[config.mk]
export PLATFORM = sky130hd
export DESIGN_NAME = pe_mac_stream
export DESIGN_NICKNAME = d
export VERILOG_FILES = /design/src/rtl/pe_mac_stream.sv
export SDC_FILE = /design/constraint.sdc
export NUM_CORES = 1
export LEC_CHECK = 0
export ABC_CLOCK_PERIOD_IN_PS = 21800
export CAP_MARGIN = 5
export CORE_ASPECT_RATIO = 1.75
export CORE_UTILIZATION = 55
export CTS_CLUSTER_SIZE = 40
export DETAILED_ROUTE_END_ITERATION = 8
export PLACE_DENSITY = 0.73
export SYNTH_ARGS = -nofsm -noshare
export SYNTH_HDL_FRONTEND = slang
export SYNTH_SLANG_ARGS = --single-unit
[constraint.sdc]
create_clock -name clk_cal -period 21.8 [get_ports clk_cal]
set_input_delay 2.18 -clock clk_cal [delete_from_list [all_inputs] [get_ports clk_cal]]
set_output_delay 2.18 -clock clk_cal [all_outputs]
set_load 0.005 [all_outputs]
[src/rtl/pe_mac_stream.sv]
// Signed fixed-point MAC over a runtime-length window, preloaded with bias; the last beat rounds,
// applies optional ReLU, saturates and loads a registered valid/ready result (1-cycle latency).
module pe_mac_stream #(
  parameter int DATA_W    = 8,
  parameter int FRAC_BITS = 3,
  parameter int ACC_W     = 20,
  parameter int LEN_W     = 11
) (
  input  logic                     clk_cal,
  input  logic                     rst_cal,
  input  logic [LEN_W-1:0]         cfg_len_m1,
  input  logic                     cfg_relu,
  input  logic                     acc_clr,
  input  logic signed [DATA_W-1:0] IMap,
  input  logic signed [DATA_W-1:0] IWeight,
  input  logic                     ImapVld,
  input  logic                     IweightVld,
  input  logic signed [DATA_W-1:0] bias,
  output logic                     in_rdy,
  output logic signed [DATA_W-1:0] OMap,
  output logic                     OMapVld,
  input  logic                     OMapRdy,
  output logic                     sat_flag
);
  localparam int SW = ACC_W + 1;
  localparam logic signed [SW-1:0] ACC_MAX = SW'((longint'(1) <<< (ACC_W-1)) - 1);
  localparam logic signed [SW-1:0] ACC_MIN = SW'(-(longint'(1) <<< (ACC_W-1)));
  localparam logic signed [SW-1:0] OUT_MAX = SW'((longint'(1) <<< (DATA_W-1)) - 1);
  localparam logic signed [SW-1:0] OUT_MIN = SW'(-(longint'(1) <<< (DATA_W-1)));
  localparam logic signed [SW-1:0] RND     = SW'(longint'(1) <<< (FRAC_BITS-1));

  logic [LEN_W-1:0]         r_cnt;
  logic [LEN_W-1:0]         r_len_m1;
  logic                     r_relu;
  logic signed [ACC_W-1:0]  r_acc;
  logic                     r_ovf;
  logic signed [DATA_W-1:0] r_omap;
  logic                     r_omap_vld;
  logic                     r_sat;

  logic                     w_first;
  logic [LEN_W-1:0]         w_len_m1;
  logic                     w_relu;
  logic                     w_last;
  logic                     w_accept;
  logic signed [2*DATA_W-1:0] w_prod;
  logic signed [ACC_W-1:0]  w_base;
  logic signed [SW-1:0]     w_sum;
  logic                     w_acc_hit;
  logic signed [ACC_W-1:0]  w_acc_nxt;
  logic                     w_ovf_nxt;
  logic signed [SW-1:0]     w_rnd;
  logic signed [SW-1:0]     w_clip;
  logic                     w_clamp_hit;
  logic signed [DATA_W-1:0] w_out;

  // A full output register that the consumer is not taking this cycle stalls the operand bus.
  assign in_rdy   = !(r_omap_vld && !OMapRdy);
  assign OMap     = r_omap;
  assign OMapVld  = r_omap_vld;
  assign sat_flag = r_sat;

  always_comb begin
    w_first   = (r_cnt == '0);
    // Config is taken live on the first beat so a single-beat window sees it immediately.
    w_len_m1  = w_first ? cfg_len_m1 : r_len_m1;
    w_relu    = w_first ? cfg_relu : r_relu;
    w_last    = (r_cnt == w_len_m1);
    w_accept  = ImapVld && IweightVld && in_rdy && !acc_clr;
    w_prod    = IMap * IWeight;
    w_base    = w_first ? (ACC_W'(bias) <<< FRAC_BITS) : r_acc;
    w_sum     = SW'(w_base) + SW'(w_prod);
    w_acc_hit = (w_sum > ACC_MAX) || (w_sum < ACC_MIN);
    if (w_sum > ACC_MAX)
      w_acc_nxt = ACC_MAX[ACC_W-1:0];
    else if (w_sum < ACC_MIN)
      w_acc_nxt = ACC_MIN[ACC_W-1:0];
    else
      w_acc_nxt = w_sum[ACC_W-1:0];
    w_ovf_nxt   = (!w_first && r_ovf) || w_acc_hit;
    w_rnd       = (SW'(w_acc_nxt) + RND) >>> FRAC_BITS;
    w_clip      = (w_relu && w_rnd[SW-1]) ? '0 : w_rnd;
    w_clamp_hit = (w_clip > OUT_MAX) || (w_clip < OUT_MIN);
    if (w_clip > OUT_MAX)
      w_out = OUT_MAX[DATA_W-1:0];
    else if (w_clip < OUT_MIN)
      w_out = OUT_MIN[DATA_W-1:0];
    else
      w_out = w_clip[DATA_W-1:0];
  end

  always_ff @(posedge clk_cal) begin
    if (rst_cal) begin
      r_cnt      <= '0;
      r_len_m1   <= '0;
      r_relu     <= 1'b0;
      r_acc      <= '0;
      r_ovf      <= 1'b0;
      r_omap     <= '0;
      r_omap_vld <= 1'b0;
      r_sat      <= 1'b0;
    end else begin
      if (acc_clr) begin
        r_cnt <= '0;
        r_acc <= '0;
        r_ovf <= 1'b0;
      end else if (w_accept) begin
        if (w_first) begin
          r_len_m1 <= cfg_len_m1;
          r_relu   <= cfg_relu;
        end
        r_acc <= w_acc_nxt;
        r_ovf <= w_last ? 1'b0 : w_ovf_nxt;
        r_cnt <= w_last ? '0 : r_cnt + 1'b1;
      end
      // A fresh result wins over a drain in the same cycle, so nothing is lost.
      if (w_accept && w_last) begin
        r_omap     <= w_out;
        r_sat      <= w_ovf_nxt || w_clamp_hit;
        r_omap_vld <= 1'b1;
      end else if (r_omap_vld && OMapRdy) begin
        r_omap_vld <= 1'b0;
      end
    end
  end

endmodule

; Word-level counts from Yosys, hierarchy flattened
; Index checks and enable logic that the tools add are counted.
[word_totals]
reg_bits = 54
out_inout_bits = 11
wordCells = 50
inputBits = 42
[op_classes]
add_sub_neg = 3
n_lt_le_gt_ge = 4
n_bitwise = 1
n_reduce_logical = 20
n_mul = 1
mux = 12
eq_ne = 1
[op_table]
columns = op, count
row1 = two-way mux 20 bit, 3
row2 = two-way mux 11 bit, 2
row3 = adder 20 x 16 -> 21 bit, 1
row4 = adder 20 x 4 -> 21 bit (second input constant), 1
row5 = greater-than comparator 21 x 20 -> 1 bit (second input constant), 1
row6 = greater-than comparator 21 x 8 -> 1 bit (second input constant), 1
row7 = < comparator 21 x 20 -> 1 bit (second input constant), 1
row8 = < comparator 21 x 8 -> 1 bit (second input constant), 1
row9 = two-way mux 21 bit, 1
row10 = multiplier 8 x 8 -> 16 bit, 1
row11 = two-way mux 8 bit, 2
row12 = adder 11 x 1 -> 11 bit (second input constant), 1
row13 = equality test 11 bit, 1
row14 = zero test 11 bit, 1
row15 = logical AND 1 bit, 8
row16 = zero test 1 bit, 4
row17 = logical OR 1 bit, 4
row18 = two-way mux 1 bit, 4
row19 = AND reduction 2 bit, 1
row20 = nonzero test 2 bit, 1
row21 = OR reduction 2 bit, 1
row22 = inverter 1 bit, 1

; Logic depth before layout (Yosys ltp)
; Gate-level depths: netlist of run 1.
[depth]
word_depth = 12
mapped_depth = 36
mapped_depth_nobuf = 31

; Worst setup path before layout of run 1
; OpenSTA, ideal clock, no wires.
[synth_path]
path_type = input-to-reg
from = input port IMap[7]
to = register r_omap[6], in the netlist OMap[6]
arrival_time_ps = 9454
required_ps = 21661
cell_stages = 26
setup_ps = 139
slack_ps = 12207
n_path_buf = 2
cell_sequence = and2_1 inv_1 fa_1 inv_1 fa_1 fa_1 fa_1 fa_1 ha_1 o211ai_1 o21a_1 a2111oi_1 o311ai_1 buf_2 nand3_1 clkbuf_1 nand2_1 nand2_1 ha_1 nand2_1 a2111oi_0 a211oi_1 xnor2_1 or4b_4 o41ai_4 a211oi_1
[synth_between]
elab_chain_cells = 11
word_cells_on_any_way = 13
classes_between = 2 x add/sub / 1 x mul / 4 x order compare / 5 x mux / 1 x reduce/logical
[synth_lines]
columns = item, line
row1 = "start, declared", 14  ; input logic signed [DATA_W-1:0] IMap,
row2 = multiplier 8 x 8 -> 16 bit (*), 70  ; w_prod = IMap * IWeight;
row3 = adder 20 x 16 -> 21 bit (*), 72  ; w_sum = SW'(w_base) + SW'(w_prod);
row4 = < comparator 21 x 20 -> 1 bit, 76  ; else if (w_sum < ACC_MIN)
row5 = two-way mux 20 bit, 76
row6 = two-way mux 20 bit (*), 74  ; if (w_sum > ACC_MAX)
row7 = via w_acc_nxt[3], 50  ; logic signed [ACC_W-1:0] w_acc_nxt;
row8 = adder 20 x 4 -> 21 bit (*), 81  ; w_rnd = (SW'(w_acc_nxt) + RND) >>> FRAC_BITS;
row9 = logical AND 1 bit, 82  ; w_clip = (w_relu && w_rnd[SW-1]) ? '0 : w_rnd;
row10 = two-way mux 21 bit (*), 82
row11 = < comparator 21 x 8 -> 1 bit, 86  ; else if (w_clip < OUT_MIN)
row12 = two-way mux 8 bit, 86
row13 = two-way mux 8 bit (*), 84  ; if (w_clip > OUT_MAX)
row14 = "end signal, assigned", 118  ; r_omap <= w_out;
row15 = "end, declared", 37  ; logic signed [DATA_W-1:0] r_omap;
; Mark *: on every way through the listed nets, which the timed path passes. The rest lies on a longest branch.
; A chain may end at the register's enable or synchronous reset.

; Final worst setup path of run 1
[layout_path]
from = input port IWeight[0]
to = register r_omap[1], in the netlist OMap[1]
[layout_between]
elab_chain_cells = 11
word_cells_on_any_way = 13
classes_between = 2 x add/sub / 1 x mul / 4 x order compare / 5 x mux / 1 x reduce/logical
[layout_lines]
columns = item, line
row1 = "start, declared", 15  ; input logic signed [DATA_W-1:0] IWeight,
row2 = multiplier 8 x 8 -> 16 bit (*), 70
row3 = adder 20 x 16 -> 21 bit (*), 72
row4 = < comparator 21 x 20 -> 1 bit, 76
row5 = two-way mux 20 bit, 76
row6 = two-way mux 20 bit (*), 74
row7 = via w_acc_nxt[2], 50
row8 = adder 20 x 4 -> 21 bit (*), 81
row9 = logical AND 1 bit, 82
row10 = two-way mux 21 bit (*), 82
row11 = < comparator 21 x 8 -> 1 bit, 86
row12 = two-way mux 8 bit, 86
row13 = two-way mux 8 bit (*), 84
; Marked as above.

==> metrics.txt, run 1 <==
diode count=0; hpwl dp=roughly 17,000 microns; Initial DRC Count=about 340; final worst-path cycle share=51.6%; unrepaired setup endpoints after global routing=no; final hold violation count=0; Die Y=around 160 microns; drt total wl=20,500 microns; mux cell area share after synthesis=around 2.4%; Worst Tran Pin Value=1060 ps; Setup TNS=0 ps; synth unique cells=a little over 70; total die area=0.0140 sq mm; Post-synth ARST share=0%; final clock skew=7.61 ps; syn_nets=1,054; synthesized instance count=869; core box area=roughly 0.013 sq mm; antenna violations before repair=0; crit path launch type=input pin; met2 wire length=~12,000 microns; RePlAce Congestion=approximately 0.99; H-Tree Depth=2; Slew Viols, Final=0; worst path required time=21,940 ps; sequential area share after synthesis=between 10 and 15%; Yosys top cell by area=fa_1; vias post-DR=roughly 6,400; crit path DAT=11,390 ps; Synth Register Bits=54; clock sinks=54; # fillers=1,116; Layout area overhead=10.8%; CTS tree=built; max_cap viols=0; Yosys top cell area share=24.8%; Post-Synth Adder-Cell Area=34.1%; Row Count=55; drt wl/cell=19.1 microns; Post-CTS Resized=0; Crit Path Category=input pin to flop; crit end category=flop; Worst-Skew Late Latency=300 ps; layout net count=~1,100; Initial Util=a little under three fifths; GRT overflow=0; Post-synth EDFFs=0; area of the mapped netlist=roughly 0.0074 sq mm; die boundary width=89.8 microns; worst hold path type=flop to flop; met3 WL=583 microns; gr usage total=roughly 30%; synthesized area per cell=8.53 sq um; top layer in use=met4; wire length of the first global-routing pass=33,600 microns; count leader, synth=nand2_1; Clk pin slew, worst setup/hold paths=about 70 ps; Vias/cell=6.00; Final min period=11,250 ps; clk buf depth=2; # setup viols final=0; vias in the first global route=6,814; root buffer cell=clkbuf_16; XOR/XNOR Fraction of Synth Area=approximately 5.4%; Post-Route M1 WL=7210 microns; setup repair bufs after CTS=0; max frequency=0.0889 GHz; largest net degree at the start of global routing=36; ys flop type=dfxtp_1; Yosys Warn Count=0; outcome=finished clean; I/O Buffers=52; largest family of logic cells by synthesized area=adder cells; share of cells above drive strength 1=about 3.4%; largest cells by area after synthesis=fa_1 25%, dfxtp_1 15%, ha_1 8.6%; compound-cell area share of the yosys netlist=between 15 and 20%; Ports=53; CTS Hold Bufs=0; Post-synth top cells=105 x nand2_1, 92 x fa_1, 91 x inv_1; Routed Antenna Nets=0; Remaining DRCs=0; drt pass-1 iters=7; number of CTS-inserted buffers=5; CP max FO=13; Max-slew headroom=29.0%; Post-Synth Simple-Gate Area=20.1%
[through the flow]
step                      area, sq um  setup slack (ps)  utilization, %  instances  hold WS, ps
after floorplan                  7410             12210               -        869          432
after global placement           8040             10590            61.8       1065          442
after detailed placement         8040             10370            61.8       1065          451
after CTS                        8210             10650            63.1       1073          461
after global routing             8210              9980            63.1       1073          482
final                            8210             10550            63.1       1073          458
[sequential cells by signal, indices dropped and copies added, names as in the netlist]
name,flops
r_acc,20
r_cnt,11
r_len_m1,11
OMap,8
OMapVld,1
r_ovf,1
r_relu,1
sat_flag,1
[cells by family (layout without fill, tap and decap cells)]
logic type               Yosys count  in the layout
flip-flops                        54             54
adder cells (fa/ha/maj)          148            148
buffers and inverters            123            156
multiplexers                      18             18
AO/OA/AOI/OAI                    184            184
AND/OR/NAND/NOR                  298            298
XOR/XNOR                          44             44
[cell usage in the layout, fill, tap and decap left out, types with 3 or more instances in the layout]
cell,n
buf_4,4
nand2_1,105
or2_2,5
nand3_1,11
xor2_1,22
o21ai_1,12
inv_1,91
dfxtp_1,54
and3_1,10
o21a_1,4
a211o_1,5
o21ai_0,26
nand4b_1,3
a211oi_1,22
xnor2_1,21
nand4_1,13
a21oi_1,52
clkdlybuf4s50_1,52
o211ai_1,9
clkbuf_16,5
nor4_1,6
a31oi_1,4
nor2_1,70
mux2i_1,18
ha_1,51
and2_1,46
fa_1,92
nor3_1,4
o22ai_1,4
a21o_1,14
a2111oi_0,3
maj3_1,5
nand2b_1,6
[worst paths after layout]
kind         slack [ps]  cells past startpoint          end   startpoint
max reg2reg       12080                     28      OMap[1]     r_cnt[0]
min                 460                      2  r_len_m1[1]  r_len_m1[1]
min reg2reg         460                      2  r_len_m1[1]  r_len_m1[1]
max               10550                     26      OMap[1]   IWeight[0]
[area by class of cell]
cell class,instances,area (sq um),share of cell area [%]
multi-input combinational,692,5850,71.2
sequential,54,1080,13.2
timing repair buffer,56,551,6.71
inverter,92,345,4.21
tap,171,214,2.61
clock buffer,5,125,1.52
clock inverter,3,48.8,0.594
[critical path: stages]
cell             delay (ps)
clkdlybuf4s50_1         620
and2_1                  740
inv_1                   150
fa_1                    530
inv_1                    50
fa_1                    520
fa_1                    450
fa_1                    540
fa_1                    490
ha_1                    390
o211ai_1                190
o21a_1                  270
a2111oi_1               590
o311ai_1                180
buf_4                   210
nand3_1                 390
nand2_1                 100
nand2_1                 120
ha_1                    490
nand2_1                 230
a2111oi_0               380
a211oi_1                110
xnor2_1                 210
or4b_4                  550
o41ai_4                 530
a211oi_1                140
[layer usage]
metal  vias up  track usage [%]
met5         -                0
met4         0             18.3
met3        67             2.39
met2       189             60.2
met1      3162             30.6
li1       3022                -
Power of run 1 is left out: the tool's default activity adds up to more than one toggle a clock period on the data nets, which glitch-free logic cannot reach.
==> inputs of run 2 (changes only) <==
--- a/config.mk
+++ b/config.mk
@@ -5,7 +5,7 @@
 export SDC_FILE = /design/constraint.sdc
 export NUM_CORES = 1
 export LEC_CHECK = 0
-export ABC_CLOCK_PERIOD_IN_PS = 21800
+export ABC_CLOCK_PERIOD_IN_PS = 11700
 export CAP_MARGIN = 5
 export CORE_ASPECT_RATIO = 1.75
 export CORE_UTILIZATION = 55
==> constraint.sdc (replaced) <==
create_clock -name clk_cal -period 11.7 [get_ports clk_cal]
set_input_delay 1.17 -clock clk_cal [delete_from_list [all_inputs] [get_ports clk_cal]]
set_output_delay 1.17 -clock clk_cal [all_outputs]
set_load 0.005 [all_outputs]
==> run 2 against run 1 <==
Net effect:
- cell count grew 0.19%
- hold slack is essentially flat
- flip-flop and latch count is the same
- highest routed layer unchanged
- utilization grew 0.12 points
- wire length grew 1.0%
- clock-buffer cell count is the same
==> metrics.txt, run 2 (synthesis results as in run 1) <==
max frequency=0.101 GHz; die boundary width=89.8 microns (unchanged); unrepaired setup endpoints after global routing=no; Post-CTS Resized=0 (unchanged); clk buf depth=2 (unchanged); antenna violations before repair=0 (unchanged); max_cap viols=0 (unchanged); Die Y=156 microns (unchanged); setup repair bufs after CTS=0 (unchanged); Worst Tran Pin Value=1090 ps (+35.9 ps); crit path DAT=10,040 ps (-1350 ps); Layout area overhead=11.0%; largest net degree at the start of global routing=36 (unchanged); worst path required time=11,830 ps (-10,110 ps); CP max FO=14 (+1); commonest non-fill, non-tap cell in the layout=nand2_1; clock sinks=54 (unchanged); Largest regs=r_acc x20, r_cnt x11, r_len_m1 x11; outcome=finished clean; GRT overflow=0 (unchanged); Max-slew headroom=26.5% (-2.4 points); final worst-path cycle share=84.7%; drt total wl=20,700 microns (+1.0%); layout net count=1,088 (+0.18%); Placed Area=0.00805 sq mm (+0.19%); gr usage total=30.8% (+0.32 points); RePlAce Congestion=0.976 (-1.1%); root buffer cell=clkbuf_16; drt pass-1 iters=5 (-2); total die area=0.0140 sq mm (unchanged); number of CTS-inserted buffers=5 (unchanged); max reg flops=20 (unchanged); drt wl/cell=19.3 microns (+0.82%); share of cells above drive strength 1=3.65% (+0.21 points); worst hold path type=flop to flop; Routed Antenna Nets=0 (unchanged); Worst-Skew Late Latency=300 ps (about the same); Vias/cell=6.12 (+1.9%); CTS Hold Bufs=0 (unchanged); Initial DRC Count=368 (+9.5%); commonest non-fill, non-tap cells in the layout=105 x nand2_1, 92 x fa_1, 91 x inv_1; Final Cell Area=0.00823 sq mm (+0.18%); core box area=0.0130 sq mm (unchanged); vias post-DR=6,577 (+2.1%); wire length of the first global-routing pass=34,200 microns (+1.8%); final hold violation count=0 (unchanged); diode count=0 (unchanged); Ports=53 (unchanged); Final min period=between 9000 and 10,000 ps; I/O Buffers=52 (unchanged); hpwl dp=17,300 microns (+0.15%); Crit Path Category=input pin to flop; final clock skew=6.26 ps (-1.35 ps); vias in the first global route=7,046 (+3.4%); Biggest register=r_acc; # setup viols final=0 (unchanged); Initial Util=57.0% (unchanged); crit end category=flop; Remaining DRCs=0 (unchanged); Clk pin slew, worst setup/hold paths=70 ps (about the same); worst hold slack=457 ps (-0.280 ps); crit path launch type=input pin; H-Tree Depth=2 (unchanged); Slew Viols, Final=0 (unchanged); Setup TNS=0 ps (unchanged); Row Count=55 (unchanged); CTS tree=built
==> run 2: per-stage QoR <==
stage	instances	worst slack [ps]	utilization [%]
2_1_floorplan	869	3120	-
3_3_place_gp	1067	1790	61.9
3_5_place_dp	1067	1570	61.9
4_1_cts	1075	1850	63.2
5_1_grt	1075	1140	63.2
6_report	1075	1790	63.2
==> run 2: area by class of cell <==
cell class              count  area (sq um)
well taps                 171           214
clock buffers               5           125
repair buffers             58           566
fillers                  1122          4780
multi-input cells         692          5850
clock inverters             3          48.8
flip-flops and latches     54          1080
inverters                  92           345
==> run 2: critical path: stages <==
cell and delay, ps:
clkdlybuf4s50_1 630, and2_1 750, inv_1 140, fa_1 540
inv_1 50, fa_1 520, fa_1 460, fa_1 530
fa_1 490, ha_1 390, o21ai_0 280, o21ai_1 230
and4_1 290, or3_1 410, nand2_1 90, buf_4 210
nand2_1 160, nand2_1 130, ha_1 450, nand2_1 210
a2111oi_0 350, a211oi_1 100, xnor2_1 210, or4b_4 550
o41ai_4 510, a211oi_1 170
==> run 2: final timing paths <==
check	from	to	slack, ps	depth (start not counted)
setup / recovery	IMap[7]	OMap[3]	1790	26
hold / removal	r_len_m1[4]	r_len_m1[4]	460	2
setup reg to reg	r_cnt[0]	OMap[3]	2290	29
hold reg to reg	r_len_m1[4]	r_len_m1[4]	460	2
==> run 2: routing by layer <==
layer  share of wire, %  vias up  track usage (%)
li1                   -     3020                -
met1                 35     3206             31.3
met2                 55      251             59.5
met3                3.7      100             2.53
met4                6.4        0             20.2
met5                  0        -                0
Power of run 2 is left out for the same reason.
==> edit (flow settings as in run 1) <==
Register the inputs `cfg_len_m1` and `cfg_relu` before use, without a reset. The logic sees them one clock later. The other inputs are not delayed to match.
--- a/src/rtl/pe_mac_stream.sv
+++ b/src/rtl/pe_mac_stream.sv
@@ -29,4 +29,12 @@
   localparam logic signed [SW-1:0] OUT_MIN = SW'(-(longint'(1) <<< (DATA_W-1)));
   localparam logic signed [SW-1:0] RND     = SW'(longint'(1) <<< (FRAC_BITS-1));
+
+  logic [LEN_W-1:0] cfg_len_m1_q;
+  logic cfg_relu_q;
+
+  always_ff @(posedge clk_cal) begin
+    cfg_len_m1_q <= cfg_len_m1;
+    cfg_relu_q   <= cfg_relu;
+  end
 
   logic [LEN_W-1:0]         r_cnt;
@@ -64,6 +72,6 @@
     w_first   = (r_cnt == '0);
     // Config is taken live on the first beat so a single-beat window sees it immediately.
-    w_len_m1  = w_first ? cfg_len_m1 : r_len_m1;
-    w_relu    = w_first ? cfg_relu : r_relu;
+    w_len_m1  = w_first ? cfg_len_m1_q : r_len_m1;
+    w_relu    = w_first ? cfg_relu_q : r_relu;
     w_last    = (r_cnt == w_len_m1);
     w_accept  = ImapVld && IweightVld && in_rdy && !acc_clr;
@@ -107,6 +115,6 @@
       end else if (w_accept) begin
         if (w_first) begin
-          r_len_m1 <= cfg_len_m1;
-          r_relu   <= cfg_relu;
+          r_len_m1 <= cfg_len_m1_q;
+          r_relu   <= cfg_relu_q;
         end
         r_acc <= w_acc_nxt;
Behaviour: not the same (a bounded check fails within 4 cycles, from zero or initial values and one cycle with rst_cal high).
==> edit against run 1 <==
- via count grew 1.8%
- synthesized area rose by 3.1%
- setup slack improved by 0.31 ns
- sequential cell count up 12
- design area is 4.0% higher
- global-route usage about the same
- wire length is 2.3% higher
Power is not shown: default switching activity piles up to over one toggle a cycle in this logic, so the estimate is an artifact.
==> edit: results (changes against run 1) <==
- Worst Hold End: r_relu$_SDFFE_PP0P_
- Relative slew slack: 0.344 (+0.0543)
- CTS Buf Count: 9 (+4)
- Synth Warn #: 0 (unchanged)
- DR vias/cell: 6.01 (+0.17%)
- Min-Delay Path Depth: 2 (unchanged)
- FF-to-FF path depth: 26 (-7.1%)
- Synth unique cells: 70 (-1.4%)
- Gpl congestion: 0.904 (-8.4%)
- Setup Buffers After CTS: 0 (unchanged)
- Largest net degree at the start of global routing: 26 (-28%)
- Synth top area cells: fa_1, dfxtp_1, ha_1
- Synth async-reset ratio: 0 (unchanged)
- Min-delay src: cfg_relu_q$_DFF_P_
- Fin nets: 1097 (+1.0%)
- Fraction of layout cells with a size suffix above 1: 0.0458 (+0.0114)
- Detailed placement HPWL: 17.1 mm (-0.95%)
- Top reg by flops: r_acc
- FF-to-FF End: OMap[6]$_SDFFE_PP0P_
- Arr. time, crit path: 11.14 ns (-0.25 ns)
- DR WL/cell: 19.2 microns (+0.64%)
- Worst Skew: 0.00675 ns (-0.000859 ns)
- First-pass GRT wire length: 33.9 mm (+1.0%)
- Clk slew on worst S/H paths: 0.06 ns
- TritonRoute pass-1 iters: 5 (-2)
- Status: finished clean
- Worst reg2reg path startpoint: r_cnt[6]$_SDFFE_PP0P_
- Gr usage total: 0.305 (about the same)
- Slack of the worst reg-to-reg path: 12.50 ns (+0.42 ns)
- Max Fanout on Critical Path: 17 (+4)
- Initial DRC Count: 391 (+16%)
- Post-synth top cells: inv_1, fa_1, nand2_1
- Seq/Total Area, Yosys: 0.173 (+0.0271)
- Later-pin clock latency in the skew report: 0.33 ns (+0.03 ns)
- Antenna fix cells: 0 (unchanged)
- Vias in the first global route: 6994 (+2.6%)
[edit: cell count changes after synthesis, moves of 11 or more]
cell | run 1 | this run
nand2_1 | 105 | 90
nor2_1 | 70 | 50
a211oi_1 | 22 | 11
dfxtp_1 | 54 | 66
[edit: cell families (layout without fill, tap and decap cells)]
kind of cell	after synthesis	after routing	share of synthesized area
buffers and inverters	133	169	0.0666
AOI/OAI and AO/OA	197	197	0.173
muxes	18	18	0.0236
xor gates and xnor gates	37	37	0.0434
adders and majority gates	145	145	0.327
and+or+nand+nor	285	285	0.193
DFF	66	66	0.173
[edit: per-stage QoR]
step	utilization	worst slack (ns)	cells	instance area, sq um	hold slack [ns]
after floorplan	-	12.45	881	7640	0.432
after global placement	0.614	10.92	1075	8250	0.442
after detailed placement	0.614	10.65	1075	8250	0.448
after CTS	0.634	10.96	1091	8540	0.457
after global routing	0.634	10.49	1091	8540	0.480
final	0.634	10.86	1091	8540	0.453
[edit: layer usage]
layer	part of all wire	routed length, microns	vias up	GRT usage
li1	-	-	3056	-
met2	0.56	11800	254	0.611
met4	0.060	1250	0	0.183
met1	0.34	7210	3159	0.300
met3	0.036	757	90	0.0211
met5	0	0	-	0
[edit: cell type report]
type,count,share of cell area
multi-input combinational,682,0.681
sequential,66,0.155
timing repair buffer,53,0.0619
inverter,100,0.0440
clock buffer,11,0.0284
tap,174,0.0255
clock inverter,5,0.00454
